===== config.mk =====
export PLATFORM = sky130hd
export DESIGN_NAME = wbnarrow_flat
export DESIGN_NICKNAME = d
export VERILOG_FILES = /design/src/rtl/wbnarrow_pkg.sv /design/src/rtl/wbnarrow_if.sv /design/src/rtl/wbnarrow_wdog.sv /design/src/rtl/wbnarrow.sv /design/src/flat_wrapper.sv
export VERILOG_INCLUDE_DIRS = /design/src /design/src/rtl
export SDC_FILE = /design/constraint.sdc
export NUM_CORES = 1
export LEC_CHECK = 0
export CAP_MARGIN = 20
export CORE_UTILIZATION = 40
export DETAILED_ROUTE_END_ITERATION = 7
export GPL_TIMING_DRIVEN = 1
export HOLD_SLACK_MARGIN = 0.02
export PLACE_DENSITY = 0.79
export SLEW_MARGIN = 20
export SYNTH_ARGS = -nofsm -noshare
export SYNTH_HDL_FRONTEND = slang
export SYNTH_SLANG_ARGS = --single-unit
export TNS_END_PERCENT = 50

===== constraint.sdc =====
create_clock -name clk_i -period 2.2 [get_ports clk_i]
set_input_delay 0.44 -clock clk_i [delete_from_list [all_inputs] [get_ports clk_i]]
set_output_delay 0.44 -clock clk_i [all_outputs]
set_load 0.05 [all_outputs]

===== src/rtl/wbnarrow_defs.vh =====
// Shared state encodings and watchdog limit for the wbnarrow 32->16 bridge.
`ifndef WBNARROW_DEFS_VH
`define WBNARROW_DEFS_VH

`define WBNARROW_ST_IDLE       3'd0
`define WBNARROW_ST_LO_REQ     3'd1
`define WBNARROW_ST_LO_WAIT    3'd2
`define WBNARROW_ST_HI_REQ     3'd3
`define WBNARROW_ST_HI_WAIT    3'd4
`define WBNARROW_ST_DONE       3'd5

`define WBNARROW_TIMEOUT_LIMIT 8'd255

`endif


===== src/rtl/wbnarrow_pkg.sv =====
// Types and constants shared by the wbnarrow bridge, its watchdog and its bench.
`include "wbnarrow_defs.vh"

package wbnarrow_pkg;

   typedef enum logic [2:0] {
      ST_IDLE    = `WBNARROW_ST_IDLE,
      ST_LO_REQ  = `WBNARROW_ST_LO_REQ,
      ST_LO_WAIT = `WBNARROW_ST_LO_WAIT,
      ST_HI_REQ  = `WBNARROW_ST_HI_REQ,
      ST_HI_WAIT = `WBNARROW_ST_HI_WAIT,
      ST_DONE    = `WBNARROW_ST_DONE
   } state_t;

   localparam logic [7:0] TIMEOUT_LIMIT = `WBNARROW_TIMEOUT_LIMIT;

   function automatic logic [15:0] half_of(input logic [31:0] word, input logic hi);
      return hi ? word[31:16] : word[15:0];
   endfunction

endpackage


===== src/rtl/wbnarrow_if.sv =====
// Bundles the 32-bit responder bus (s_*) and the 16-bit initiator bus (m_*) of the bridge.
// Handshake: a beat transfers on a rising edge where cyc & stb & ~stall; ack answers one beat.
interface wbnarrow_if;
   logic        s_cyc_i;
   logic        s_stb_i;
   logic        s_we_i;
   logic [3:0]  s_sel_i;
   logic [19:2] s_adr_i;
   logic [31:0] s_dat_i;
   logic [31:0] s_dat_o;
   logic        s_ack_o;
   logic        s_stall_o;
   logic        s_err_o;

   logic        m_cyc_o;
   logic        m_stb_o;
   logic        m_we_o;
   logic [1:0]  m_sel_o;
   logic [19:1] m_adr_o;
   logic [15:0] m_dat_o;
   logic [15:0] m_dat_i;
   logic        m_ack_i;
   logic        m_stall_i;

   modport slave (
      input  s_cyc_i, s_stb_i, s_we_i, s_sel_i, s_adr_i, s_dat_i,
      output s_dat_o, s_ack_o, s_stall_o, s_err_o
   );

   modport master (
      output m_cyc_o, m_stb_o, m_we_o, m_sel_o, m_adr_o, m_dat_o,
      input  m_dat_i, m_ack_i, m_stall_i
   );
endinterface


===== src/rtl/wbnarrow_wdog.sv =====
// Wait-state watchdog for wbnarrow; only built when WBNARROW_TIMEOUT_EN is defined.
`ifdef WBNARROW_TIMEOUT_EN
module wbnarrow_wdog
   import wbnarrow_pkg::*;
(
   input  logic clk_i,
   input  logic _reset_i,
   input  logic run,
   output logic expired
);
   logic [7:0] cnt;

   // Counter restarts whenever the bridge leaves a wait state, so each half gets a fresh budget.
   always_ff @(posedge clk_i or negedge _reset_i) begin
      if (!_reset_i) begin
         cnt <= 8'd0;
      end else if (!run) begin
         cnt <= 8'd0;
      end else if (!expired) begin
         cnt <= cnt + 8'd1;
      end
   end

   assign expired = run & (cnt == TIMEOUT_LIMIT - 8'd1);
endmodule
`endif


===== src/rtl/wbnarrow.sv =====
// Wishbone B4 pipelined 32-bit responder to 16-bit initiator bridge (low half, then high half).
// Optional wait-state watchdog with s_err_o reporting: define WBNARROW_TIMEOUT_EN.
module wbnarrow
   import wbnarrow_pkg::*;
(
   input  logic       clk_i,
   input  logic       _reset_i,
   wbnarrow_if.slave  s,
   wbnarrow_if.master m,
   output state_t     dbg_state
);
   state_t      state, state_nx;
   logic [19:2] adr_q;
   logic [3:0]  sel_q;
   logic        we_q;
   logic [31:0] dat_q;
   logic [31:0] rdat_q;
   logic        abort_q;

   logic accept, in_wait, abort_now, timeout;
   logic bus_cyc, bus_stb, stall, ack, hi_half;

   assign accept    = (state == ST_IDLE) & s.s_cyc_i & s.s_stb_i;
   assign in_wait   = (state == ST_LO_WAIT) | (state == ST_HI_WAIT);
   assign abort_now = abort_q | ~s.s_cyc_i;

`ifdef WBNARROW_TIMEOUT_EN
   logic err_q;

   wbnarrow_wdog u_wdog (
      .clk_i    (clk_i),
      ._reset_i (_reset_i),
      .run      (in_wait),
      .expired  (timeout)
   );

   // A late ack on the expiry edge still wins, so the error only fires when none arrived.
   always_ff @(posedge clk_i or negedge _reset_i) begin
      if (!_reset_i) err_q <= 1'b0;
      else           err_q <= in_wait & ~m.m_ack_i & timeout;
   end

   assign s.s_err_o = err_q;
`else
   assign timeout   = 1'b0;
   assign s.s_err_o = 1'b0;
`endif

   always_ff @(posedge clk_i or negedge _reset_i) begin
      if (!_reset_i) state <= ST_IDLE;
      else           state <= state_nx;
   end

   always_comb begin
      state_nx = state;
      bus_cyc  = 1'b0;
      bus_stb  = 1'b0;
      stall    = 1'b1;
      ack      = 1'b0;
      hi_half  = 1'b0;
      case (state)
         ST_IDLE: begin
            stall = 1'b0;
            if (accept) begin
               if (|s.s_sel_i[1:0])      state_nx = ST_LO_REQ;
               else if (|s.s_sel_i[3:2]) state_nx = ST_HI_REQ;
               else                      state_nx = ST_DONE;
            end
         end
         ST_LO_REQ: begin
            bus_cyc = 1'b1;
            bus_stb = 1'b1;
            if (!s.s_cyc_i)        state_nx = ST_IDLE;
            else if (!m.m_stall_i) state_nx = ST_LO_WAIT;
         end
         ST_LO_WAIT: begin
            bus_cyc = 1'b1;
            if (m.m_ack_i) begin
               if (abort_now)         state_nx = ST_IDLE;
               else if (|sel_q[3:2])  state_nx = ST_HI_REQ;
               else                   state_nx = ST_DONE;
            end else if (timeout) begin
               state_nx = ST_IDLE;
            end
         end
         ST_HI_REQ: begin
            bus_cyc = 1'b1;
            bus_stb = 1'b1;
            hi_half = 1'b1;
            if (!s.s_cyc_i)        state_nx = ST_IDLE;
            else if (!m.m_stall_i) state_nx = ST_HI_WAIT;
         end
         ST_HI_WAIT: begin
            bus_cyc = 1'b1;
            hi_half = 1'b1;
            if (m.m_ack_i)    state_nx = abort_now ? ST_IDLE : ST_DONE;
            else if (timeout) state_nx = ST_IDLE;
         end
         ST_DONE: begin
            ack      = 1'b1;
            state_nx = ST_IDLE;
         end
         default: state_nx = ST_IDLE;
      endcase
   end

   // Read data is cleared on accept so a skipped half returns zero.
   always_ff @(posedge clk_i or negedge _reset_i) begin
      if (!_reset_i) begin
         adr_q   <= '0;
         sel_q   <= '0;
         we_q    <= 1'b0;
         dat_q   <= '0;
         rdat_q  <= '0;
         abort_q <= 1'b0;
      end else begin
         if (accept) begin
            adr_q   <= s.s_adr_i;
            sel_q   <= s.s_sel_i;
            we_q    <= s.s_we_i;
            dat_q   <= s.s_dat_i;
            rdat_q  <= '0;
            abort_q <= 1'b0;
         end
         if (in_wait & ~s.s_cyc_i) abort_q <= 1'b1;
         if (m.m_ack_i & ~we_q) begin
            if (state == ST_LO_WAIT) rdat_q[15:0]  <= m.m_dat_i;
            if (state == ST_HI_WAIT) rdat_q[31:16] <= m.m_dat_i;
         end
      end
   end

   assign m.m_cyc_o   = bus_cyc;
   assign m.m_stb_o   = bus_stb;
   assign m.m_we_o    = we_q;
   assign m.m_adr_o   = {adr_q, hi_half};
   assign m.m_sel_o   = hi_half ? sel_q[3:2] : sel_q[1:0];
   assign m.m_dat_o   = half_of(dat_q, hi_half);
   assign s.s_dat_o   = rdat_q;
   assign s.s_ack_o   = ack;
   assign s.s_stall_o = stall;
   assign dbg_state   = state;
endmodule


===== src/flat_wrapper.sv =====
// flat-port wrapper written by rule: the top's interface ports become plain ports
module wbnarrow_flat import wbnarrow_pkg::*;
  (clk_i, _reset_i, dbg_state, s_s_cyc_i, s_s_stb_i, s_s_we_i, s_s_sel_i, s_s_adr_i, s_s_dat_i, s_s_dat_o, s_s_ack_o, s_s_stall_o, s_s_err_o, m_m_cyc_o, m_m_stb_o, m_m_we_o, m_m_sel_o, m_m_adr_o, m_m_dat_o, m_m_dat_i, m_m_ack_i, m_m_stall_i);
  wbnarrow_if s_i ();
  wbnarrow_if m_i ();
  input  logic clk_i;
  input  logic _reset_i;
  output state_t dbg_state;
  input wire logic [$bits(s_i.s_cyc_i)-1:0] s_s_cyc_i;
  input wire logic [$bits(s_i.s_stb_i)-1:0] s_s_stb_i;
  input wire logic [$bits(s_i.s_we_i)-1:0] s_s_we_i;
  input wire logic [$bits(s_i.s_sel_i)-1:0] s_s_sel_i;
  input wire logic [$bits(s_i.s_adr_i)-1:0] s_s_adr_i;
  input wire logic [$bits(s_i.s_dat_i)-1:0] s_s_dat_i;
  output wire logic [$bits(s_i.s_dat_o)-1:0] s_s_dat_o;
  output wire logic [$bits(s_i.s_ack_o)-1:0] s_s_ack_o;
  output wire logic [$bits(s_i.s_stall_o)-1:0] s_s_stall_o;
  output wire logic [$bits(s_i.s_err_o)-1:0] s_s_err_o;
  output wire logic [$bits(m_i.m_cyc_o)-1:0] m_m_cyc_o;
  output wire logic [$bits(m_i.m_stb_o)-1:0] m_m_stb_o;
  output wire logic [$bits(m_i.m_we_o)-1:0] m_m_we_o;
  output wire logic [$bits(m_i.m_sel_o)-1:0] m_m_sel_o;
  output wire logic [$bits(m_i.m_adr_o)-1:0] m_m_adr_o;
  output wire logic [$bits(m_i.m_dat_o)-1:0] m_m_dat_o;
  input wire logic [$bits(m_i.m_dat_i)-1:0] m_m_dat_i;
  input wire logic [$bits(m_i.m_ack_i)-1:0] m_m_ack_i;
  input wire logic [$bits(m_i.m_stall_i)-1:0] m_m_stall_i;
  assign s_i.s_cyc_i = s_s_cyc_i;
  assign s_i.s_stb_i = s_s_stb_i;
  assign s_i.s_we_i = s_s_we_i;
  assign s_i.s_sel_i = s_s_sel_i;
  assign s_i.s_adr_i = s_s_adr_i;
  assign s_i.s_dat_i = s_s_dat_i;
  assign s_s_dat_o = s_i.s_dat_o;
  assign s_s_ack_o = s_i.s_ack_o;
  assign s_s_stall_o = s_i.s_stall_o;
  assign s_s_err_o = s_i.s_err_o;
  assign m_m_cyc_o = m_i.m_cyc_o;
  assign m_m_stb_o = m_i.m_stb_o;
  assign m_m_we_o = m_i.m_we_o;
  assign m_m_sel_o = m_i.m_sel_o;
  assign m_m_adr_o = m_i.m_adr_o;
  assign m_m_dat_o = m_i.m_dat_o;
  assign m_i.m_dat_i = m_m_dat_i;
  assign m_i.m_ack_i = m_m_ack_i;
  assign m_i.m_stall_i = m_m_stall_i;
  wbnarrow u_core (.clk_i(clk_i), ._reset_i(_reset_i), .s(s_i), .m(m_i), .dbg_state(dbg_state));
endmodule

* After elaboration in Yosys (flattened, before gate mapping) *
Cells that the tools add are included.

word-level totals
  register bits after elaboration = 91
  memory bits (read-only) = 0
  RAM bits = 0
  bits in latches = 0
  output and inout port bits = 78
  input port bits = 77
  logic and storage cells = 60
  memories = 0

cells by class
  multiplexer cells = 26
  add/subtract/negate cells = 0
  multipliers = 0
  div/mod/pow operators = 0
  reduce and logical (&&, ||, !) cells = 9
  eq/ne operators = 10
  shift-type cells = 0
  $lt $le $gt $ge = 0
  bitwise operators = 8

operators with widths
  kind                count
  $mux 32             2
  $mux 16             3
  $mux 3              12
  $pmux 3 s5          1
  $reduce_or 2->1     5
  $mux 1              7
  $eq 3x2->1 const B  2
  $eq 3x3->1 const B  2
  $ne 3x3->1 const B  2
  $reduce_and 5->1    1
  $and 1x1->1         4
  $ne 2x2->1 const B  2
  $reduce_or 4->1     1
  $eq 3x1->1 const B  1
  $logic_not 3->1     1
  $mux 2              1
  $ne 2x1->1 const B  1
  $not 1->1           2
  $or 1x1->1          2
  $reduce_bool 2->1   1

* Depth between registers and ports, before layout *
Gate-level depths: netlist of the first run.

  depth after elaboration = 6
  depth in mapped cells = 6

* Least setup slack after synthesis of the first run *
OpenSTA, ideal clock, no wires.

  path type = register to output
  from = register u_core.state[2] (netlist: u_core.dbg_state[2])
  to = output port m_m_dat_o[10]
  path buffers = 2
  data arrival time = 2.409 ns
  slack = -0.649 ns
  required time = 1.760 ns
  cell stages (with the launch flop) = 7
  path through = dfrtp_1 buf_2 nor2b_2 nand2_1 nand2_4 buf_6 mux2_1

on the way
  cells in the longest elaborated chain, start to end = 4
  elaborated cells between the ends (all ways) = 5
  those cells by class = 2 x eq/ne; 2 x mux; 1 x reduce/logical

ends and longest elaborated chain
  element                                          line                RTL
  from (decl)                                      wbnarrow.sv:12      state_t state, state_nx;
  from (signal assigned)                           wbnarrow.sv:51      else state <= state_nx;
  $eq 3x2->1 / $eq 3x3->1 (equally long branches)  wbnarrow.sv:61      case (state)
  $reduce_or 2->1 (no line) *                      n/a
  $mux 1 *                                         wbnarrow.sv:61
  via u_core.hi_half                               wbnarrow.sv:21      logic bus_cyc, bus_stb, stall, ack, hi_half;
  $mux 16 *                                        wbnarrow_pkg.sv:18  return hi ? word[31:16] : word[15:0];
  to (decl)                                        flat_wrapper.sv:24  output wire logic [$bits(m_i.m_dat_o)-1:0] m_m_dat_o;

Mark *: on every way through the listed nets, which the timed path passes. The rest lies on a longest branch.

* Final worst setup path of the first run *
  from = register u_core.state[0] (netlist: u_core.dbg_state[0])
  to = output port m_m_dat_o[6]

on the way
  cells in the longest elaborated chain, start to end = 4
  elaborated cells between the ends (all ways) = 5
  those cells by class = 2 x eq/ne; 2 x mux; 1 x reduce/logical

ends and longest elaborated chain
  element                                          line
  $eq 3x2->1 / $eq 3x3->1 (equally long branches)  wbnarrow.sv:61
  $reduce_or 2->1 (no line) *                      n/a
  $mux 1 *                                         wbnarrow.sv:61
  $mux 16 *                                        wbnarrow_pkg.sv:18

Every way passes the cells marked *; elsewhere a longest branch is shown, timed or not.

==> flow_summary_export.csv, run 1 <==
group,metric,value,unit
outcome,run_status,"finished, violations left",
outcome,violations,"negative setup slack",
placement,port_buffers,153,
worst_setup_path,worstSetupEndpointType,"primary output",
cells_and_area,n_antenna_cell,0,
clocking,cts_htree_levels,3,
synth,async_flop_share,100,%
detailed_routing,final_antenna_net_count,0,
synth,synth-seq-cells,91,
worst_setup_path,cp.required,1760,ps
floorplan,start_util,41.7,%
floorplan,die_w,100,um
cells_and_area,fin_area,5920,um^2
clocking,cts_buffers,9,
clocking,clockBufferDepth,2,
synth,post-synth-top-area-cell,"dfrtp_1",
timing,setup_viol,18,
global_routing,grt_antenna_before_repair,0,
timing,timing.hold.ws,49.1,ps
power,max-vdd-ir-drop,1000,uV
run,drv_cap,0,
power,power.static_leakage,2.60,nW
synth,yosysUniqueCellTypes,37,
worst_setup_path,crit_fanout,5,
global_routing,grt_usage,19.6,%
placement,place_area,5520,um^2
timing,slew_violations,0,
timing,rsz0062_at_grt,"yes",
detailed_routing,drtPass1Iterations,4,
detailed_routing,post-route-drc-count,0,
hold_path,hp-class,"in2async",
synth,syn_area,3870,um^2
floorplan,fp.dieArea,10100,um^2
clocking,cts_tree,"yes",
detailed_routing,vias,2829,
synth,synth_edf_count,0,
floorplan,fp-row-count,35,
worst_setup_path,r2r_start,"u_core.dbg_state[2]",
timing,slew_headroom,52.3,%
cells_and_area,drive_gt1_share,19.9,%
detailed_routing,wl_per_cell,17.1,um
timing,fin_crit,2340,ps
global_routing,grt_overflow,0,
detailed_routing,wl,9520,um
worst_setup_path,start_kind,"flip-flop",
floorplan,ioPinCount,155,
synth,synth_top_cells_by_area,"dfrtp_1 59%, mux2_1 19%, a22o_1 7.2%",
detailed_routing,first_iter_violations,77,
synth,synth-main-ff-cell,"dfrtp_1",
synth,netlist.area_leader.share,58.9,%
cells_and_area,mostFrequentLayoutCell,"clkdlybuf4s50_1",
worst_setup_path,startpoint,"u_core.dbg_state[0]",
timing,fin_tns_setup,-2110,ps
synth,yosysWarnings,0,
power,p_total,0.0105,W
synth,synthCells,261,
global_routing,grt_max_degree,55,
clocking,clk_root_buffer_cell,"clkbuf_8",
timing,finalHoldViolCount,0,
clocking,cts.clk_slew.worst_paths,90,ps
timing,min_period_over_period,106,%
synth,avgSynthCellArea,14.8,um^2
clocking,clk_latency,340,ps
global_routing,grt_pass1_wl,15200,um
floorplan,coreArea,9280,um^2
clocking,cts_sinks,91,
worst_setup_path,arrival,1900,ps
cells_and_area,layout.nets,499,
power,power_density,1770,nW/um^2
synth,ys_seq_area_share,58.9,%
cells_and_area,final_cell_mix,"126 x clkdlybuf4s50_1, 88 x dfrtp_1, 56 x mux2_1",
placement,gp_congestion,0.799,
timing,max_freq,428,MHz
synth,synth_nets,338,
timing,worst_pin_slew,714,ps
global_routing,grt_pass1_vias,2965,
timing,fin_skew,8.50,ps
detailed_routing,viasPerCell,5.09,
worst_setup_path,crit_type,"reg2out",
placement,dpl.hpwl,6510,um
cells_and_area,area_growth,53.1,%
floorplan,fp.dieH,100,um
cells_and_area,utilization,63.8,%
timing,layout_setup_ws,-138,ps
==> cell families (layout without fill, tap and decap cells) <==
group	Yosys count	after routing	synth area share, %
AO/OA/AOI/OAI	45	45	9.67
buffers and inverters	19	182	4.11
flip-flops	91	91	58.9
AND/OR/NAND/NOR	29	32	5.24
other	1	1	0.0969
XOR/XNOR	1	1	0.226
multiplexers	74	74	21.5
adder cells (fa/ha/maj)	1	1	0.259
==> through the flow <==
stage,cells,setup WS [ps]
after floorplan,261,-71.2
after global placement,535,62.1
after detailed placement,535,18.0
after CTS,555,-144
after global routing,556,-188
final,556,-138
==> registers in the layout (all words and copies together), names as in the netlist <==
signal / cells
u_core.s.s_dat_o: 32
u_core.sel_q: 4
u_core.m.m_we_o: 1
u_core.adr_q: 18
u_core.dbg_state: 3
u_core.dat_q: 32
u_core.abort_q: 1
==> where the power goes <==
part | leakage, nW | switching (W) | total, W | internal [W]
clock | 0.0863 | 0.000561 | 0.00100 | 0.000442
sequential | 1.14 | 0.000444 | 0.00290 | 0.00246
combinational | 1.38 | 0.00392 | 0.00656 | 0.00264
==> worst max-delay path, stage by stage, from the launching register on <==
cell and delay, ps:
dfrtp_2 410, or3b_4 520, nand2_8 160, mux2_4 320, buf_8 150
==> cells in the mapped netlist, types with 2 or more instances <==
cell and count:
a22o_1 32, buf_6 9, o21ai_0 2, a21oi_1 3, mux2_1 65, dfrtp_1 91, nand2_1 4, buf_2 7
buf_4 3, mux2_2 9, or3b_1 2, nor2_1 7, nor2_2 2, nand2b_1 2
==> layout make-up <==
class / count / area, um^2
fillers: 719 / 3360
multi-input cells: 154 / 1580
flip-flops and latches: 91 / 2280
clock inverters: 4 / 26.3
repair buffers: 166 / 1730
well taps: 129 / 161
clock buffers: 12 / 145
==> final timing paths <==
check / end / slack [ps] / cells past startpoint
hold / removal: u_core.s.s_dat_o[1] / 50 / 1
setup reg to reg: u_core.s.s_dat_o[25] / 200 / 5
min in group clk_i: u_core.adr_q[17] / 490 / 1
setup / recovery: m_m_dat_o[6] / -140 / 4
hold reg to reg: u_core.adr_q[17] / 490 / 1
max in group asynchronous: u_core.dat_q[21] / 1490 / 2
==> per-layer routing <==
metal	global-route usage, %	up-vias	share of wire (%)
met1	24.3	1433	43
met4	5.35	0	0.94
li1	-	1275	-
met5	0	-	0
met3	6.06	9	7.2
met2	32.9	112	49
==> repair_timing <==
action	CTS	global route
hold buffers	0	0
setup endpoints to repair	19	20
pin swaps	5	4
setup buffers	1	1
cloned	3	0
gates resized for setup	43	6
(Power assumes the default switching activity.)
==> run 2, diff against run 1 <==
--- a/config.mk
+++ b/config.mk
@@ -7,11 +7,13 @@
 export NUM_CORES = 1
 export LEC_CHECK = 0
 export CAP_MARGIN = 20
+export CORE_ASPECT_RATIO = 1.25
 export CORE_UTILIZATION = 40
 export DETAILED_ROUTE_END_ITERATION = 7
+export DONT_BUFFER_PORTS = 1
 export GPL_TIMING_DRIVEN = 1
 export HOLD_SLACK_MARGIN = 0.02
-export PLACE_DENSITY = 0.79
+export PLACE_DENSITY = 0.58
 export SLEW_MARGIN = 20
 export SYNTH_ARGS = -nofsm -noshare
 export SYNTH_HDL_FRONTEND = slang
==> flow_summary_export.csv, run 2 (synthesis gave the netlist of run 1 again) <==
group,metric,value,unit
outcome,run_status,"finished, violations left",
outcome,violations,"negative hold slack, negative setup slack",
floorplan,coreArea,9270,um^2
detailed_routing,wl,7710,um
clocking,clk_latency,330,ps
timing,layout_setup_ws,-45.6,ps
clocking,cts_sinks,91,
detailed_routing,wl_per_cell,19.3,um
worst_setup_path,crit_path_max_incr_delay,500,ps
timing,worst_pin_slew,718,ps
clocking,cts.clk_slew.worst_paths,60,ps
timing,setup_viol,18,
timing,slew_headroom,52.1,%
clocking,cts_htree_levels,3,
placement,place_area,4030,um^2
detailed_routing,viasPerCell,5.54,
detailed_routing,vias,2216,
placement,gp_congestion,0.708,
worst_setup_path,rr_endpoint,"u_core.s.s_dat_o[2]",
cells_and_area,fill_cells,826,
clocking,cts_tree,"yes",
cells_and_area,utilization,48.3,%
worst_setup_path,crit_fanout,5,
cells_and_area,mostFrequentLayoutCell,"dfrtp_1",
global_routing,grt_pass1_vias,2411,
floorplan,fp.dieH,112,um
detailed_routing,final_antenna_net_count,0,
global_routing,grt_antenna_before_repair,0,
worst_setup_path,r2r_start,"u_core.dbg_state[1]",
placement,dpl.hpwl,5110,um
timing,timing.hold.ws,-198,ps
timing,finalHoldViolCount,91,
cells_and_area,drive_gt1_share,23.5,%
timing,min_period_over_period,102,%
floorplan,start_util,41.7,%
cells_and_area,layout.nets,349,
run,drv_cap,0,
detailed_routing,drtPass1Iterations,5,
worst_setup_path,arrival,1810,ps
cells_and_area,n_antenna_cell,0,
floorplan,fp-row-count,39,
clocking,clockBufferDepth,2,
worst_setup_path,ff2ff_setup_slack,300,ps
global_routing,grt_max_degree,92,
timing,slew_violations,0,
timing,fin_skew,5.85,ps
global_routing,grt_overflow,0,
clocking,clk_root_buffer_cell,"clkbuf_16",
clocking,cts_buffers,9,
timing,fin_crit,2250,ps
worst_setup_path,startpoint,"u_core.dbg_state[0]",
worst_setup_path,worstSetupEndpointType,"primary output",
worst_setup_path,worstSetupEndpoint,"m_m_sel_o[0]",
timing,max_freq,445,MHz
floorplan,fp.dieArea,10100,um^2
worst_setup_path,rr_worst_depth,5,
global_routing,grt_pass1_wl,12700,um
detailed_routing,first_iter_violations,93,
hold_path,hp-class,"in2async",
cells_and_area,area_growth,15.7,%
detailed_routing,post-route-drc-count,0,
worst_setup_path,start_kind,"flip-flop",
worst_setup_path,cp.required,1760,ps
timing,rsz0062_at_grt,"yes",
placement,port_buffers,0,
floorplan,ioPinCount,155,
global_routing,grt_usage,16.1,%
worst_setup_path,crit_type,"reg2out",
cells_and_area,fin_area,4480,um^2
worst_setup_path,worstPathCellList,"or3b_4 > nand2_8 > mux2_4",
cells_and_area,final_cell_mix,"88 x dfrtp_1, 56 x mux2_1, 32 x a22o_1",
worst_setup_path,crit_slowest_cell,"or3b_4",
floorplan,die_w,90.0,um
-- run 2: cell types whose count changed in the layout (fill, tap and decap cells not counted), moves of 2 or more --
| cell | before | now |
|---|---|---|
| clkbuf_16 | 0 | 9 |
| clkinv_2 | 2 | 0 |
| inv_6 | 0 | 2 |
| dlygate4sd2_1 | 2 | 0 |
| clkdlybuf4s50_1 | 126 | 0 |
| clkbuf_1 | 2 | 0 |
| clkbuf_8 | 10 | 1 |
| buf_6 | 10 | 0 |
| buf_12 | 4 | 2 |
| buf_8 | 10 | 0 |
-- run 2: how the worst min path moves through the flow --
stage	slack [ps]	from	cells after the start	end
after CTS	-210	_reset_i	0	u_core.dat_q[5]
after global placement	150	_reset_i	0	u_core.dat_q[5]
after floorplan	140	_reset_i	0	u_core.abort_q
final	-200	_reset_i	0	u_core.dat_q[22]
after detailed placement	150	_reset_i	0	u_core.dat_q[5]
after global routing	-220	_reset_i	0	u_core.adr_q[8]
-- run 2: through the flow --
| step | cells | setup TNS [ps] | setup WS, ps |
|---|---|---|---|
| finish | 400 | -714 | -45.6 |
| global route | 400 | -1430 | -84.2 |
| CTS | 400 | -1110 | -66.4 |
| detailed placement | 380 | 0 | 64.5 |
| global placement | 380 | 0 | 105 |
| floorplan | 261 | -641 | -71.2 |
-- run 2: critical path: cells and delay by family (launching register included) --
| family | cells | cell delay, ps |
|---|---|---|
| DFF | 1 | 430 |
| muxes | 1 | 390 |
| and+or+nand+nor | 2 | 650 |
-- run 2: repair_timing --
item                                    4_1_cts  5_1_grt
resized for setup                            18        0
pin swaps                                     4        0
gates cloned                                  3        0
endpoints found under the setup margin       19       18
hold endpoints to repair                     91       91
setup buffers                                 1        0
-- run 2: final cells by class --
class / count / area, um^2 / share of cell area [%]
well taps: 123 / 154 / 3.44
multi-input cells: 154 / 1580 / 35.4
clock inverters: 6 / 72.6 / 1.62
clock buffers: 10 / 239 / 5.34
repair buffers: 16 / 145 / 3.24
flip-flops and latches: 91 / 2280 / 51.0
-- run 2: layer usage --
metal,up-vias,GRT usage (%),routed length [um]
li1,984,-,-
met1,1104,20.6,3360
met5,-,0,0
met3,9,5.19,636
met4,0,7.42,133
met2,119,24.9,3580
Power of run 2 is left out: the tool's default activity adds up to more than one toggle a clock period on the data nets, which glitch-free logic cannot reach.
==> run 3, diff against run 2 <==
--- a/config.mk
+++ b/config.mk
@@ -11,7 +11,6 @@
 export CORE_UTILIZATION = 40
 export DETAILED_ROUTE_END_ITERATION = 7
 export DONT_BUFFER_PORTS = 1
-export GPL_TIMING_DRIVEN = 1
 export HOLD_SLACK_MARGIN = 0.02
 export PLACE_DENSITY = 0.58
 export SLEW_MARGIN = 20
==> results of run 3 <==
No change in the layout: final DEF, timing and power equal those of run 2.
Power of run 3 is left out for the same reason.
